==> src/rtl/store_rmw_sequencer.sv <==
// Read-modify-write sequencer for SB/SH/SW stores on a word-wide single-port RAM.
// Drives an external combinational merge unit and handles stores that straddle two words.
module store_rmw_sequencer #(
    parameter int ADDR_W = 32
) (
    input  logic              i_clk,
    input  logic              i_rst,
    input  logic              i_st_valid,
    output logic              o_st_ready,
    input  logic [2:0]        i_st_funct3,
    input  logic [ADDR_W-1:0] i_st_addr,
    input  logic [31:0]       i_st_data,
    output logic              o_st_done,
    output logic              o_st_err,
    output logic [ADDR_W-3:0] o_mem_addr,
    output logic              o_mem_re,
    output logic              o_mem_we,
    output logic [31:0]       o_mem_wdata,
    input  logic [31:0]       i_mem_rdata,
    output logic [2:0]        o_su_funct3,
    output logic [1:0]        o_su_addr,
    output logic [31:0]       o_su_mem1,
    output logic [31:0]       o_su_mem2,
    output logic [31:0]       o_su_data,
    input  logic [31:0]       i_su_data_1,
    input  logic [31:0]       i_su_data_2
);
    localparam int WA = ADDR_W - 2;

    typedef enum logic [2:0] {
        S_IDLE, S_RD0, S_RD1, S_CAP, S_WR0, S_WR1, S_DONE
    } state_t;

    typedef struct packed {
        logic [2:0]  funct3;
        logic [1:0]  off;
        logic [31:0] data;
    } req_t;

    state_t          r_state, w_next;
    req_t            r_req;
    logic [31:0]     r_mem1, r_mem2;
    logic [WA-1:0]   r_w0, r_w1;
    logic            r_cross;
    logic            r_err;
    logic [WA-1:0]   r_addr_hold;
    logic [31:0]     r_wdata_hold;

    logic            w_accept, w_legal, w_cross_in, w_full_in;
    logic            w_re, w_we;
    logic [WA-1:0]   w_w0_in, w_addr;
    logic [31:0]     w_wdata;

    assign w_accept   = i_st_valid && (r_state == S_IDLE);
    assign w_legal    = (i_st_funct3 == 3'b000) || (i_st_funct3 == 3'b001) ||
                        (i_st_funct3 == 3'b010);
    assign w_cross_in = ((i_st_funct3 == 3'b001) && (i_st_addr[1:0] == 2'b11)) ||
                        ((i_st_funct3 == 3'b010) && (i_st_addr[1:0] != 2'b00));
    assign w_full_in  = (i_st_funct3 == 3'b010) && (i_st_addr[1:0] == 2'b00);
    assign w_w0_in    = i_st_addr[ADDR_W-1:2];

    always_comb begin
        w_next = r_state;
        case (r_state)
            S_IDLE: if (w_accept && w_legal) w_next = w_full_in ? S_WR0 : S_RD0;
            S_RD0:  w_next = r_cross ? S_RD1 : S_CAP;
            S_RD1:  w_next = S_CAP;
            S_CAP:  w_next = S_WR0;
            S_WR0:  w_next = r_cross ? S_WR1 : S_DONE;
            S_WR1:  w_next = S_DONE;
            S_DONE: w_next = S_IDLE;
            default: w_next = S_IDLE;
        endcase
    end

    // Write data comes straight from the merge unit: for straddling stores the
    // second old word only lands in the CAP cycle, so it cannot be pre-registered.
    always_comb begin
        w_re    = (r_state == S_RD0) || (r_state == S_RD1);
        w_we    = (r_state == S_WR0) || (r_state == S_WR1);
        w_addr  = r_addr_hold;
        w_wdata = r_wdata_hold;
        if (w_re || w_we)
            w_addr = ((r_state == S_RD1) || (r_state == S_WR1)) ? r_w1 : r_w0;
        if (w_we)
            w_wdata = (r_state == S_WR1) ? i_su_data_2 : i_su_data_1;
    end

    always_ff @(posedge i_clk or posedge i_rst) begin
        if (i_rst) begin
            r_state <= S_IDLE;
        end else begin
            r_state <= w_next;
        end
    end

    always_ff @(posedge i_clk or posedge i_rst) begin
        if (i_rst) begin
            r_req        <= '0;
            r_mem1       <= '0;
            r_mem2       <= '0;
            r_w0         <= '0;
            r_w1         <= '0;
            r_cross      <= 1'b0;
            r_err        <= 1'b0;
            r_addr_hold  <= '0;
            r_wdata_hold <= '0;
        end else begin
            r_err        <= w_accept && !w_legal;
            r_addr_hold  <= w_addr;
            r_wdata_hold <= w_wdata;
            if (w_accept && w_legal) begin
                r_req.funct3 <= i_st_funct3;
                r_req.off    <= i_st_addr[1:0];
                r_req.data   <= i_st_data;
                r_w0         <= w_w0_in;
                r_w1         <= w_w0_in + WA'(1);
                r_cross      <= w_cross_in;
                r_mem1       <= '0;
                r_mem2       <= '0;
            end
            if (r_state == S_RD1)
                r_mem1 <= i_mem_rdata;
            if (r_state == S_CAP) begin
                if (r_cross) r_mem2 <= i_mem_rdata;
                else         r_mem1 <= i_mem_rdata;
            end
        end
    end

    assign o_st_ready  = (r_state == S_IDLE);
    assign o_st_done   = (r_state == S_DONE);
    assign o_st_err    = r_err;
    assign o_mem_re    = w_re;
    assign o_mem_we    = w_we;
    assign o_mem_addr  = w_addr;
    assign o_mem_wdata = w_wdata;
    assign o_su_funct3 = r_req.funct3;
    assign o_su_addr   = r_req.off;
    assign o_su_data   = r_req.data;
    assign o_su_mem1   = r_mem1;
    assign o_su_mem2   = r_mem2;

    a_no_re_we: assert property (@(posedge i_clk) disable iff (i_rst) !(w_re && w_we));

endmodule

==> config.mk <==
export PLATFORM = sky130hd
export DESIGN_NAME = store_rmw_sequencer
export DESIGN_NICKNAME = d
export VERILOG_FILES = /design/src/rtl/store_rmw_sequencer.sv
export SDC_FILE = /design/constraint.sdc
export NUM_CORES = 1
export LEC_CHECK = 0
export CAP_MARGIN = 25
export CORE_MARGIN = 2
export CORE_UTILIZATION = 49
export CTS_CLUSTER_SIZE = 30
export DETAILED_ROUTE_END_ITERATION = 6
export PLACE_DENSITY = 0.93
export SLEW_MARGIN = 15
export SYNTH_ARGS = -nofsm -noshare
export SYNTH_HDL_FRONTEND = slang
export SYNTH_SLANG_ARGS = --single-unit
==> constraint.sdc <==
create_clock -name i_clk -period 13.8 [get_ports i_clk]
set_input_delay 2.76 -clock i_clk [delete_from_list [all_inputs] [get_ports i_clk]]
set_output_delay 2.76 -clock i_clk [all_outputs]
set_load 0.02 [all_outputs]
Word-level counts from Yosys, hierarchy flattened
Cells that the tools add are included.

Register bits: 228. Bits in latches: 0. Bits in writable memories: 0. ROM bits: 0. Input port bits: 166. Memories: 0.

$add $sub $neg: 1. Multipliers: 0. Divide/modulo/power cells: 0. $lt $le $gt $ge: 0. Equality and inequality tests: 10. Shift-type cells: 0. Mux-type cells: 16. Bitwise gates (word level): 0. Reduce and logical (&&, ||, !) cells: 18.

Operator list (count): 32-bit two-way mux (9); 30-bit two-way mux (2); 30-bit by 1-bit adder with 30-bit output (second input constant) (1); 3-bit one-hot mux with 6 select lines (1); 3-bit by 2-bit equality test with 1-bit output (second input constant) (3); 3-bit equality test (second input constant) (3); 1-bit logical OR (7); 3-bit by 1-bit equality test with 1-bit output (second input constant) (2); 1-bit logical AND (6); 3-bit zero test (2); 3-bit two-way mux (2); 2-bit equality test (second input constant) (1); 2-bit zero test (1); 2-bit two-way mux (1); 2-bit by 1-bit != test with 1-bit output (second input constant) (1); 2-bit nonzero test (1); 1-bit zero test (1); 1-bit two-way mux (1).

Depth between registers and ports, before layout
Depth after elaboration: 8. Gate-level depth with buffers: 8. Gate-level depth less buffers: 6.

Least setup slack after synthesis
No wires, ideal clock.

Kind: in2out. Start: in i_su_data_2[10]. End: out o_mem_wdata[10]. Arrival: 3.335 ns. Setup slack: 7.705 ns. Cell stages on the path: 2. Path through: mux2i_1 > o21ai_0.

Longest elaborated chain between the ends: 2.

RTL lines: start: declaration (line 26) `input logic [31:0] i_su_data_2`; 32-bit two-way mux (line 86) `w_wdata = (r_state == S_WR1) ? i_su_data_2 : i_su_data_1;`; 32-bit two-way mux (line 85) `if (w_we)`; end: declaration (line 18) `output logic [31:0] o_mem_wdata,`.

No other way between the ends.

Final worst setup path
Start: in i_su_data_2[30]. End: out o_mem_wdata[30].

The elaborated chain is that of the path after synthesis.

==> summary.txt <==
Outcome
  – Run status: completed

Die
  – Total Die Area: 21100 sq um
  – Chip width: 145 um
  – Die Y: 145 um
  – I/O pin count: approximately 330
  – CORE AREA: a little under 20000 sq um
  – Initial Util: roughly 50%
  – Core Rows: 51

Clocking
  – H-tree Lvls: 1
  – Clock latency on the worst-skew pair: 510 ps
  – Total CTS buffers: 25
  – CTS tree: yes
  – Hold buffer count at cts: 0
  – Clock Path Buffers: 3
  – # Post-CTS Setup Buffers: 0
  – Worst-path clk slew: 60 ps
  – Root Buffer: clkbuf_16
  – Resize count post-CTS: 0
  – CTS Sinks: between 200 and 250

Routing
  – DRT Pass-1 Iters: 5
  – Avg WL per Cell: 17.7 um
  – Via count: 8599
  – Antenna viol nets, final: 0
  – Final wirelength: about 29000 um
  – Vias/cell: between 5 and 6
  – Number of DRC markers in iteration 0: ~560
  – Residual DRC: 0

Logic synthesis
  – Ranking of synthesized cells by area: dfrtp_1 58%, nand2_1 15%, mux2i_1 6.4%
  – Synth area leader: dfrtp_1
  – Yosys cell types: 37
  – Mapped Nets: about 1200
  – Syn Std Cell Area: 9770 sq um
  – Register area share after synthesis: 58.4%
  – Synth top area share: 58.4%
  – Gate Count Post-Synth: 1047
  – Synth Area per Inst: 9.33 sq um
  – Synth Warn #: 0
  – Yosys reg bits: between 200 and 250

STA
  – Setup TNS: 0 ps
  – Clk_skew: 9.88 ps
  – Shortest period the worst path allows: about 7100 ps
  – Worst Max-Slew Pin Slew: 926 ps
  – RSZ-0062 raised after global routing: false
  – Final setup viols: 0
  – Minimum hold slack: roughly 470 ps
  – Slew Limit Fails: 0
  – Final setup margin: between 6000 and 7000 ps
  – Max-slew headroom: 38.3%
  – Fmax: roughly 0.14 GHz
  – Post-route clock period utilization: 51.5%
  – Final Hold Fails: 0

Worst hold path
  – Worst Min Path Start: o_su_data[4]
  – Hold Path Sink: o_su_data[4]
  – Hold Crit Class: reg2reg
  – Hold Path Cell Cnt: 2

Critical path
  – CP most frequent cell: clkdlybuf4s50_1
  – Endpoint type of the worst setup path: output port
  – CP arrival: between 4000 and 5000 ps
  – Critical path's slowest cell: clkdlybuf4s50_1
  – Crit path buf inv count: 2
  – R2R cell count: 7
  – Critical path class: in2out
  – R2r startpoint: r_state[0]
  – Slowest stage delay, CP: ~660 ps
  – Crit-path max FO: 2
  – Reg2Reg Setup Slack: 10700 ps
  – CP cell instances: clkdlybuf4s50_1, mux2i_1, o21ai_0, clkdlybuf4s50_1
  – CP required: 11040 ps
  – CP startpoint kind: input port
  – FF-to-FF End: o_su_mem1[29]
  – CP delay by family, top: buffers and inverters

Placement
  – Area after DPL: 13300 sq um
  – PortBufs: 333
  – Placer Congestion: 0.805
  – Dpl hpwl: 19300 um
  – Post-placement worst setup slack: 6820 ps

GRT
  – Initial antenna violation count: 0
  – All-Layer GR Usage: 27.0%
  – Global-route wire length before repair: 46200 um
  – GRT overflow: 0
  – Vias in the first global route: 8928
  – Pin count of the biggest net entering global routing: 105

Power and ir drop
  – Power density over the cells: 257 nW/um^2
  – Total power: around 3.7 mW
  – Worst VDD drop: 155 uV
  – Static leakage: 6.61 nW

Final layout
  – Post-route cell area: 14200 sq um
  – P&R area growth vs syn: 45.7%
  – Final nets: 1522
  – Layout cell share with drive strength beyond 1: 5.47%
  – Ant. Diodes: 0

Flow run
  – Max_cap viols: 0
## tightest hold or removal path, stage by stage (launching register included)
cell and delay (ps):
dfrtp_1 340, nand2_1 50, nand2_1 50
## logic make-up (layout without fill, tap and decap cells)
group,count (synthesis),in the layout,share of synthesized area [%]
simple gates,518,518,22.3
flops,228,228,58.4
compound gates,138,138,7.30
buf+inv,72,396,3.04
mux,62,62,6.35
xor+xnor,28,28,2.51
fa+ha+maj,1,1,0.128
## flip-flops by register name (all words and copies together), names as in the netlist
name          flops
o_st_err          1
o_su_addr         2
o_su_data        32
o_su_funct3       3
o_su_mem1        32
o_su_mem2        32
r_addr_hold      30
r_cross           1
r_state           3
r_w0             30
r_w1             30
r_wdata_hold     32
## power breakdown
group	leakage [nW]	switching (mW)	internal [mW]	total (mW)
clock network	0.428	0.268	0.441	0.708
logic	3.34	1.05	0.780	1.83
registers	2.85	0.148	0.973	1.12
## layer usage
| metal | up-vias | track usage (%) | part of all wire [%] |
|---|---|---|---|
| met4 | 0 | 10.5 | 3.9 |
| met3 | 77 | 6.82 | 8.4 |
| li1 | 4036 | - | - |
| met5 | - | 0 | 0 |
| met1 | 4128 | 32.8 | 38 |
| met2 | 358 | 46.3 | 50 |
## cells in the mapped netlist
cell,instances
buf_1,7
nor4_1,1
nor3_2,4
mux2i_1,62
nand3_1,46
and3_1,8
nand4_2,1
o21ai_1,5
xor2_1,16
dfrtp_1,228
xnor2_1,12
a21oi_1,36
nor4_2,2
nand4_1,7
o22ai_1,1
o21ai_0,90
or3_1,1
nor3_1,4
and4_1,2
nor4_4,1
nand4_4,1
nor2b_1,1
o32ai_1,1
o221ai_1,1
nand2b_1,2
inv_1,7
ha_1,1
o21ai_2,3
nor2_1,43
buf_2,21
or4_1,2
or4_4,1
nand2_1,389
and3b_1,1
clkbuf_1,37
o211ai_1,1
and2_1,1
## layout make-up
cell class	count	area (sq um)
Inverter	7	33.8
Fill cell	1326	5300
Tap cell	265	332
Timing Repair Buffer	346	3460
Clock inverter	12	195
Multi-Input combinational cell	747	3820
Clock buffer	31	678
Sequential cell	228	5710
## worst max path at each step
stage | start | end | slack (ps) | cells after the start
final | i_su_data_2[30] | o_mem_wdata[30] | 6690 | 4
after global routing | i_su_data_2[30] | o_mem_wdata[30] | 6680 | 4
after CTS | i_su_data_2[30] | o_mem_wdata[30] | 6670 | 4
after detailed placement | i_su_data_2[29] | o_mem_wdata[29] | 6820 | 4
after global placement | i_su_data_2[30] | o_mem_wdata[30] | 6830 | 4
after floorplan | i_rst | o_st_err | 4790 | 1
## placed cells by master, fill, tap and decap left out, types with 2 or more instances in the layout
cell type	n
nand4_1	7
xor2_1	16
xnor2_1	12
dfrtp_1	227
o21ai_2	3
or4_1	2
o21ai_1	4
nor3_2	5
and3_1	7
nor2_1	43
nand2_1	389
o21ai_0	90
clkbuf_1	3
clkinv_4	2
clkbuf_8	3
a21oi_4	2
and4_1	2
mux2i_1	62
clkinv_2	4
bufinv_16	5
buf_4	11
clkbuf_16	25
clkdlybuf4s50_1	333
nor3_1	3
inv_1	6
nor4_2	2
a21oi_1	34
nand3_1	45
## through the flow
stage          util [%]  std cells
5_1_grt            72.9       1636
3_5_place_dp       68.2       1591
2_1_floorplan         -       1047
6_report           72.9       1636
3_3_place_gp       68.2       1591
4_1_cts            72.6       1634
No activity file was read; power rests on OpenSTA's default activity.
